## config.mk

```make
export PLATFORM = sky130hd
export DESIGN_NAME = poly_nco
export DESIGN_NICKNAME = d
export VERILOG_FILES = /design/src/rtl/poly_nco.sv
export SDC_FILE = /design/constraint.sdc
export NUM_CORES = 1
export LEC_CHECK = 0
export ABC_AREA = 1
export BUFFER_PORTS_ARGS = -buffer_cell sky130_fd_sc_hd__buf_4
export CAP_MARGIN = 5
export CELL_PAD_IN_SITES_DETAIL_PLACEMENT = 0
export CELL_PAD_IN_SITES_GLOBAL_PLACEMENT = 1
export CORE_ASPECT_RATIO = 1.2
export CORE_MARGIN = 3
export CORE_UTILIZATION = 53
export CTS_CLUSTER_SIZE = 14
export DETAILED_ROUTE_END_ITERATION = 10
export PLACE_DENSITY = 0.95
export SLEW_MARGIN = 20
export SYNTH_ARGS = -nofsm -noshare
export SYNTH_HDL_FRONTEND = slang
export SYNTH_SLANG_ARGS = --single-unit
export TNS_END_PERCENT = 10
```

## constraint.sdc

```tcl
create_clock -name sys_clk -period 7.66 [get_ports sys_clk]
set_input_delay 1.532 -clock sys_clk [delete_from_list [all_inputs] [get_ports sys_clk]]
set_output_delay 1.532 -clock sys_clk [all_outputs]
set_load 0.05 [all_outputs]
```

## src/rtl/poly_nco.sv

```systemverilog
// Time-multiplexed phase-accumulator NCO: one tick sweeps all voices, one voice per clock.
// Voice v output registered k+1+v edges after the tick edge; ticks while busy are dropped and flagged.
module poly_nco #(
  parameter int N_VOICES = 8,
  parameter int VIDX_W   = 3,
  parameter int ACC_W    = 24,
  parameter int ADDR_W   = 8
) (
  input  logic              sys_clk,
  input  logic              sys_rst_n,
  input  logic              sample_tick,
  input  logic              cfg_we,
  input  logic [VIDX_W-1:0] cfg_voice,
  input  logic [ACC_W-1:0]  cfg_tw,
  input  logic              cfg_en,
  input  logic              cfg_sync,
  output logic              out_valid,
  output logic [VIDX_W-1:0] out_voice,
  output logic [ADDR_W-1:0] out_addr,
  output logic              out_wrap,
  output logic              busy,
  output logic              overrun
);

  localparam logic [0:0]        S_IDLE   = 1'b0;
  localparam logic [0:0]        S_SWEEP  = 1'b1;
  localparam logic [VIDX_W-1:0] LAST_IDX = VIDX_W'(N_VOICES - 1);

  logic [0:0]        state_q, state_d;
  logic [VIDX_W-1:0] idx_q, idx_d;
  logic              out_valid_q, out_valid_d;
  logic [VIDX_W-1:0] out_voice_q, out_voice_d;
  logic [ADDR_W-1:0] out_addr_q, out_addr_d;
  logic              out_wrap_q, out_wrap_d;
  logic              overrun_q, overrun_d;

  logic [ACC_W-1:0]    acc_q [N_VOICES];
  logic [ACC_W-1:0]    tw_q  [N_VOICES];
  logic [N_VOICES-1:0] en_q;

  logic             sweeping;
  logic             slot_sync;
  logic [ACC_W:0]   sum;
  logic [ACC_W-1:0] new_acc;

  always_comb begin
    sweeping  = (state_q == S_SWEEP);
    // A sync aimed at the slot being processed overrides that slot's update.
    slot_sync = sweeping && cfg_sync && (cfg_voice == idx_q);
    sum       = {1'b0, acc_q[idx_q]} + {1'b0, tw_q[idx_q]};
    new_acc   = en_q[idx_q] ? sum[ACC_W-1:0] : acc_q[idx_q];
    if (slot_sync) begin
      new_acc = '0;
    end

    state_d     = state_q;
    idx_d       = idx_q;
    out_valid_d = 1'b0;
    out_voice_d = out_voice_q;
    out_addr_d  = out_addr_q;
    out_wrap_d  = out_wrap_q;
    overrun_d   = overrun_q | (sample_tick & sweeping);

    if (sweeping) begin
      out_valid_d = 1'b1;
      out_voice_d = idx_q;
      out_addr_d  = new_acc[ACC_W-1 -: ADDR_W];
      out_wrap_d  = en_q[idx_q] & sum[ACC_W] & ~slot_sync;
      if (idx_q == LAST_IDX) begin
        state_d = S_IDLE;
        idx_d   = '0;
      end else begin
        idx_d = idx_q + 1'b1;
      end
    end else if (sample_tick) begin
      state_d = S_SWEEP;
      idx_d   = '0;
    end
  end

  always_ff @(posedge sys_clk) begin
    if (!sys_rst_n) begin
      state_q     <= S_IDLE;
      idx_q       <= '0;
      out_valid_q <= 1'b0;
      out_voice_q <= '0;
      out_addr_q  <= '0;
      out_wrap_q  <= 1'b0;
      overrun_q   <= 1'b0;
    end else begin
      state_q     <= state_d;
      idx_q       <= idx_d;
      out_valid_q <= out_valid_d;
      out_voice_q <= out_voice_d;
      out_addr_q  <= out_addr_d;
      out_wrap_q  <= out_wrap_d;
      overrun_q   <= overrun_d;
    end
  end

  // Out-of-range cfg_voice values match no slot, so such writes and syncs fall away.
  always_ff @(posedge sys_clk) begin
    if (!sys_rst_n) begin
      for (int v = 0; v < N_VOICES; v++) begin
        acc_q[v] <= '0;
        tw_q[v]  <= '0;
      end
      en_q <= '0;
    end else begin
      for (int v = 0; v < N_VOICES; v++) begin
        if (cfg_sync && (cfg_voice == VIDX_W'(v))) begin
          acc_q[v] <= '0;
        end else if (sweeping && (idx_q == VIDX_W'(v))) begin
          acc_q[v] <= new_acc;
        end
        if (cfg_we && (cfg_voice == VIDX_W'(v))) begin
          tw_q[v] <= cfg_tw;
          en_q[v] <= cfg_en;
        end
      end
    end
  end

  assign out_valid = out_valid_q;
  assign out_voice = out_voice_q;
  assign out_addr  = out_addr_q;
  assign out_wrap  = out_wrap_q;
  assign busy      = (state_q == S_SWEEP);
  assign overrun   = overrun_q;

endmodule

```

==> load_flow_metrics.sql <==
INSERT INTO impl_metrics (metric_group, metric, value, unit) VALUES
('cells_and_area', 'antenna_diode_count', '0', ''),
('clock_tree', 'cts_tree', 'done', ''),
('global_routing', 'global_route.usage.total', '0.257', ''),
('setup_path', 'end_kind', 'flip-flop', ''),
('yosys', 'syn-instance-count', '2117', ''),
('global_routing', 'pin_count_of_the_biggest_net_entering_global_routing', '139', ''),
('setup_path', 'r2r_end', 'acc_q[7][16]', ''),
('die', 'die_area', '39700', 'µm²'),
('global_routing', 'grt_antenna_before_repair', '0', ''),
('setup_path', 'worst_path_largest_cell_delay', '770', 'ps'),
('worst_hold_path', 'hold_end', 'out_addr[2]', ''),
('yosys', 'warnings_from_yosys', '0', ''),
('die', 'placement_rows', '76', ''),
('setup_path', 'critPathArrivalTime', '4990', 'ps'),
('setup_path', 'critical_path.n_buffers_inverters', '4', ''),
('setup_path', 'reg2regPathDepth', '19', ''),
('setup_path', 'critical_path.cell_chain', 'inv_4 > buf_4 > o21ai_0 > o22ai_1 > nand2_1 > nand2_1 > ha_1 > inv_1 > fa_1 > inv_1 > nand3_1 > nand3_1 > nand2_1 > nand2_1 > nand2_1 > nand3_1 > nand3_1 > nand2_2 > nor2_1', ''),
('outcome', 'outcome', 'completed', ''),
('power', 'seqPwrFrac', '0.486', ''),
('power', 'power.total', '5.45', 'mW'),
('worst_hold_path', 'min_path_type', 'reg2reg', ''),
('timing', 'max_clock_freq', '0.213', 'GHz'),
('yosys', 'yosysTopAreaCell', 'sky130_fd_sc_hd__edfxtp_1', ''),
('yosys', 'syn_avg_cell_area', '9.35', 'µm²'),
('die', 'coreArea', '36400', 'µm²'),
('yosys', 'synth_ff_type', 'sky130_fd_sc_hd__edfxtp_1', ''),
('drt', 'antenna_violating_nets_post_route', '0', ''),
('yosys', 'synthDistinctLibCells', '40', ''),
('placement', 'port_buffers', '47', ''),
('power', 'max-vdd-ir-drop', '0.212', 'mV'),
('timing', 'finalClockSkew', '21.6', 'ps'),
('clock_tree', 'post_cts_repair_timing_setup_buffer_count', '0', ''),
('drt', 'avgViaCountPerCell', '5.85', ''),
('cells_and_area', 'flow.area_growth_from_synthesis', '9.96', '%'),
('yosys', 'yosys-top-cells-area', 'sky130_fd_sc_hd__edfxtp_1 (58%), sky130_fd_sc_hd__nor2_1 (12%), sky130_fd_sc_hd__o21ai_0 (5.3%)', ''),
('clock_tree', 'cts.repair.resized', '0', ''),
('setup_path', 'critical_path_depth', '19', ''),
('drt', 'first_pass_iters', '8', ''),
('cells_and_area', 'register_area', '12100', 'µm²'),
('timing', 'report.final.hold_viol_count', '0', ''),
('timing', 'fin_setup_tns', '0', 'ps'),
('setup_path', 'worst_setup_path_start_kind', 'flip-flop', ''),
('die', 'die_w', '182', 'µm'),
('power', 'power.leakage', '8.55', 'nW'),
('yosys', 'ys_ff_latch', '413', ''),
('timing', 'setup_repair_after_global_routing_missed_its_margin', 'no', ''),
('timing', 'finalWorstPathRequiredPeriod', '4700', 'ps'),
('drt', 'drtIter0Drc', '1371', ''),
('power', 'share_clk_of_total_power', '0.347', ''),
('yosys', 'async_flop_share', '0', ''),
('clock_tree', 'cts_hold_buffers', '0', ''),
('clock_tree', 'cts_buffer_depth', '3', ''),
('yosys', 'synth_sequential_area_ratio', '0.612', ''),
('worst_hold_path', 'worst_hold_startpoint', 'out_addr[2]', ''),
('drt', 'wire_per_inst', '19.6', 'µm'),
('timing', 'worst_slew_pin_slew', '1030', 'ps'),
('worst_hold_path', 'timing.hold.worst_path_depth', '2', ''),
('setup_path', 'critical_path.most_common_cell', 'sky130_fd_sc_hd__nand2_1', ''),
('timing', 'number_of_max_slew_violations_in_the_final_report', '0', ''),
('setup_path', 'required_time_reported_for_the_critical_path_endpoint', '7950', 'ps'),
('clock_tree', 'cts_root_buf', 'sky130_fd_sc_hd__clkbuf_16', ''),
('die', 'ioPinCount', '48', ''),
('die', 'start_util', '0.544', ''),
('flow_run', 'cap_violations', '0', ''),
('setup_path', 'largest_delay_share_family_worst_path', 'buffers and inverters', ''),
('yosys', 'synth_top_cell_area_share', '0.582', ''),
('timing', 'worst_slew_margin_rel', '0.309', ''),
('cells_and_area', 'post_route_cells_drive_above_1_share', '0.0780', ''),
('power', 'power.switching', '1.52', 'mW'),
('die', 'vert_die_dim', '218', 'µm'),
('drt', 'via_count', '15300', '');
-- synthesized netlist by cell type (all sizes together) (2+ instances only) --
cell type and instances:
xor2 2, dfxtp 29, o221ai 6, nand3 72
o211ai 15, xnor2 8, nand4 19, a21oi 36
buf 52, o21ai 221, a211oi 2, nor4 5
nor2 651, o22ai 54, a31oi 23, o31ai 2
ha 30, edfxtp 384, nand3b 2, inv 149
clkinv 4, clkbuf 67, o21a 2, a21o 3
nand2 270, nor3 4
-- cells in the final DEF, fill, tap and decap left out, types with 3 or more instances in the layout --
cell	count
sky130_fd_sc_hd__a21o_1	3
sky130_fd_sc_hd__a21oi_1	36
sky130_fd_sc_hd__a31oi_1	23
sky130_fd_sc_hd__buf_4	80
sky130_fd_sc_hd__clkbuf_1	10
sky130_fd_sc_hd__clkbuf_16	41
sky130_fd_sc_hd__clkinv_1	14
sky130_fd_sc_hd__clkinv_2	5
sky130_fd_sc_hd__clkinvlp_4	3
sky130_fd_sc_hd__dfxtp_1	27
sky130_fd_sc_hd__edfxtp_1	384
sky130_fd_sc_hd__ha_1	30
sky130_fd_sc_hd__inv_1	143
sky130_fd_sc_hd__inv_2	4
sky130_fd_sc_hd__nand2_1	261
sky130_fd_sc_hd__nand2_2	9
sky130_fd_sc_hd__nand3_1	64
sky130_fd_sc_hd__nand3_2	8
sky130_fd_sc_hd__nand4_1	19
sky130_fd_sc_hd__nor2_1	651
sky130_fd_sc_hd__nor3_1	4
sky130_fd_sc_hd__nor4_1	4
sky130_fd_sc_hd__o211ai_1	13
sky130_fd_sc_hd__o21ai_0	209
sky130_fd_sc_hd__o21ai_1	10
sky130_fd_sc_hd__o221ai_1	6
sky130_fd_sc_hd__o22ai_1	54
sky130_fd_sc_hd__xnor2_1	8
-- sequential cells by signal, indices dropped and copies added, names as in the netlist, named ones only --
signal     flops
out_voice      3
out_addr       8
overrun        1
acc_q        192
idx_q          3
busy           1
en_q           8
tw_q         192
out_wrap       1
out_valid      1
-- power by group through the flow --
stage | Combinational [mW] | Clock [mW] | Sequential, mW
floorplan | 0.636 | 0 | 2.69
global placement | 0.884 | 0 | 2.69
detailed placement | 0.896 | 0 | 2.70
CTS | 0.900 | 1.91 | 2.65
global route | 1.02 | 2.00 | 2.66
finish | 0.909 | 1.89 | 2.65
-- final cells by class --
cell class | instances | area share
flip-flops and latches | 413 | 0.557
multi-input cells | 1432 | 0.304
clock buffers | 52 | 0.0495
repair buffers | 82 | 0.0292
well taps | 468 | 0.0269
inverters | 153 | 0.0265
clock inverters | 22 | 0.00764
-- worst min-delay path, delay by kind of cell (launching register included) --
| kind | cells | cell delay [ps] |
|---|---|---|
| flops | 1 | 310 |
| simple gates | 2 | 100 |
-- cell families after synthesis --
| logic type | share of synthesized area |
|---|---|
| AND/OR/NAND/NOR | 0.206 |
| flip-flops | 0.612 |
| AO/OA/AOI/OAI | 0.103 |
| buffers and inverters | 0.0547 |
| adder cells (fa/ha/maj) | 0.0200 |
| XOR/XNOR | 0.00442 |
-- per-stage QoR --
stage / setup WS (ps) / std cells / utilization / hold WS (ps) / instance area (µm²)
3_5_place_dp: 3040 / 2548 / 0.564 / 444 / 20500
2_1_floorplan: 4060 / 2117 / - / 424 / 19800
5_1_grt: 2660 / 2622 / 0.598 / 478 / 21800
4_1_cts: 3030 / 2622 / 0.598 / 456 / 21800
6_report: 2960 / 2622 / 0.598 / 457 / 21800
3_3_place_gp: 3000 / 2547 / 0.563 / 438 / 20500
-- how the worst max path moves through the flow --
stage                             from            to  slack (ps)
after floorplan           cfg_voice[1]   acc_q[4][0]        4060
final                        flip-flop  acc_q[7][16]        2960
after CTS                    flip-flop  acc_q[7][16]        3030
after detailed placement     flip-flop  acc_q[7][16]        3040
after global placement       sys_rst_n  acc_q[4][11]        3000
after global routing         flip-flop  acc_q[7][17]        2660
-- per-layer routing --
| layer | GRT usage | vias up | routed length [µm] |
|---|---|---|---|
| met5 | 0 | - | 0 |
| met2 | 0.441 | 700 | 25400 |
| met3 | 0.0382 | 133 | 4160 |
| met4 | 0.103 | 0 | 1800 |
| li1 | - | 7172 | - |
| met1 | 0.328 | 7321 | 19900 |
No activity file was read; power rests on OpenSTA's default activity.
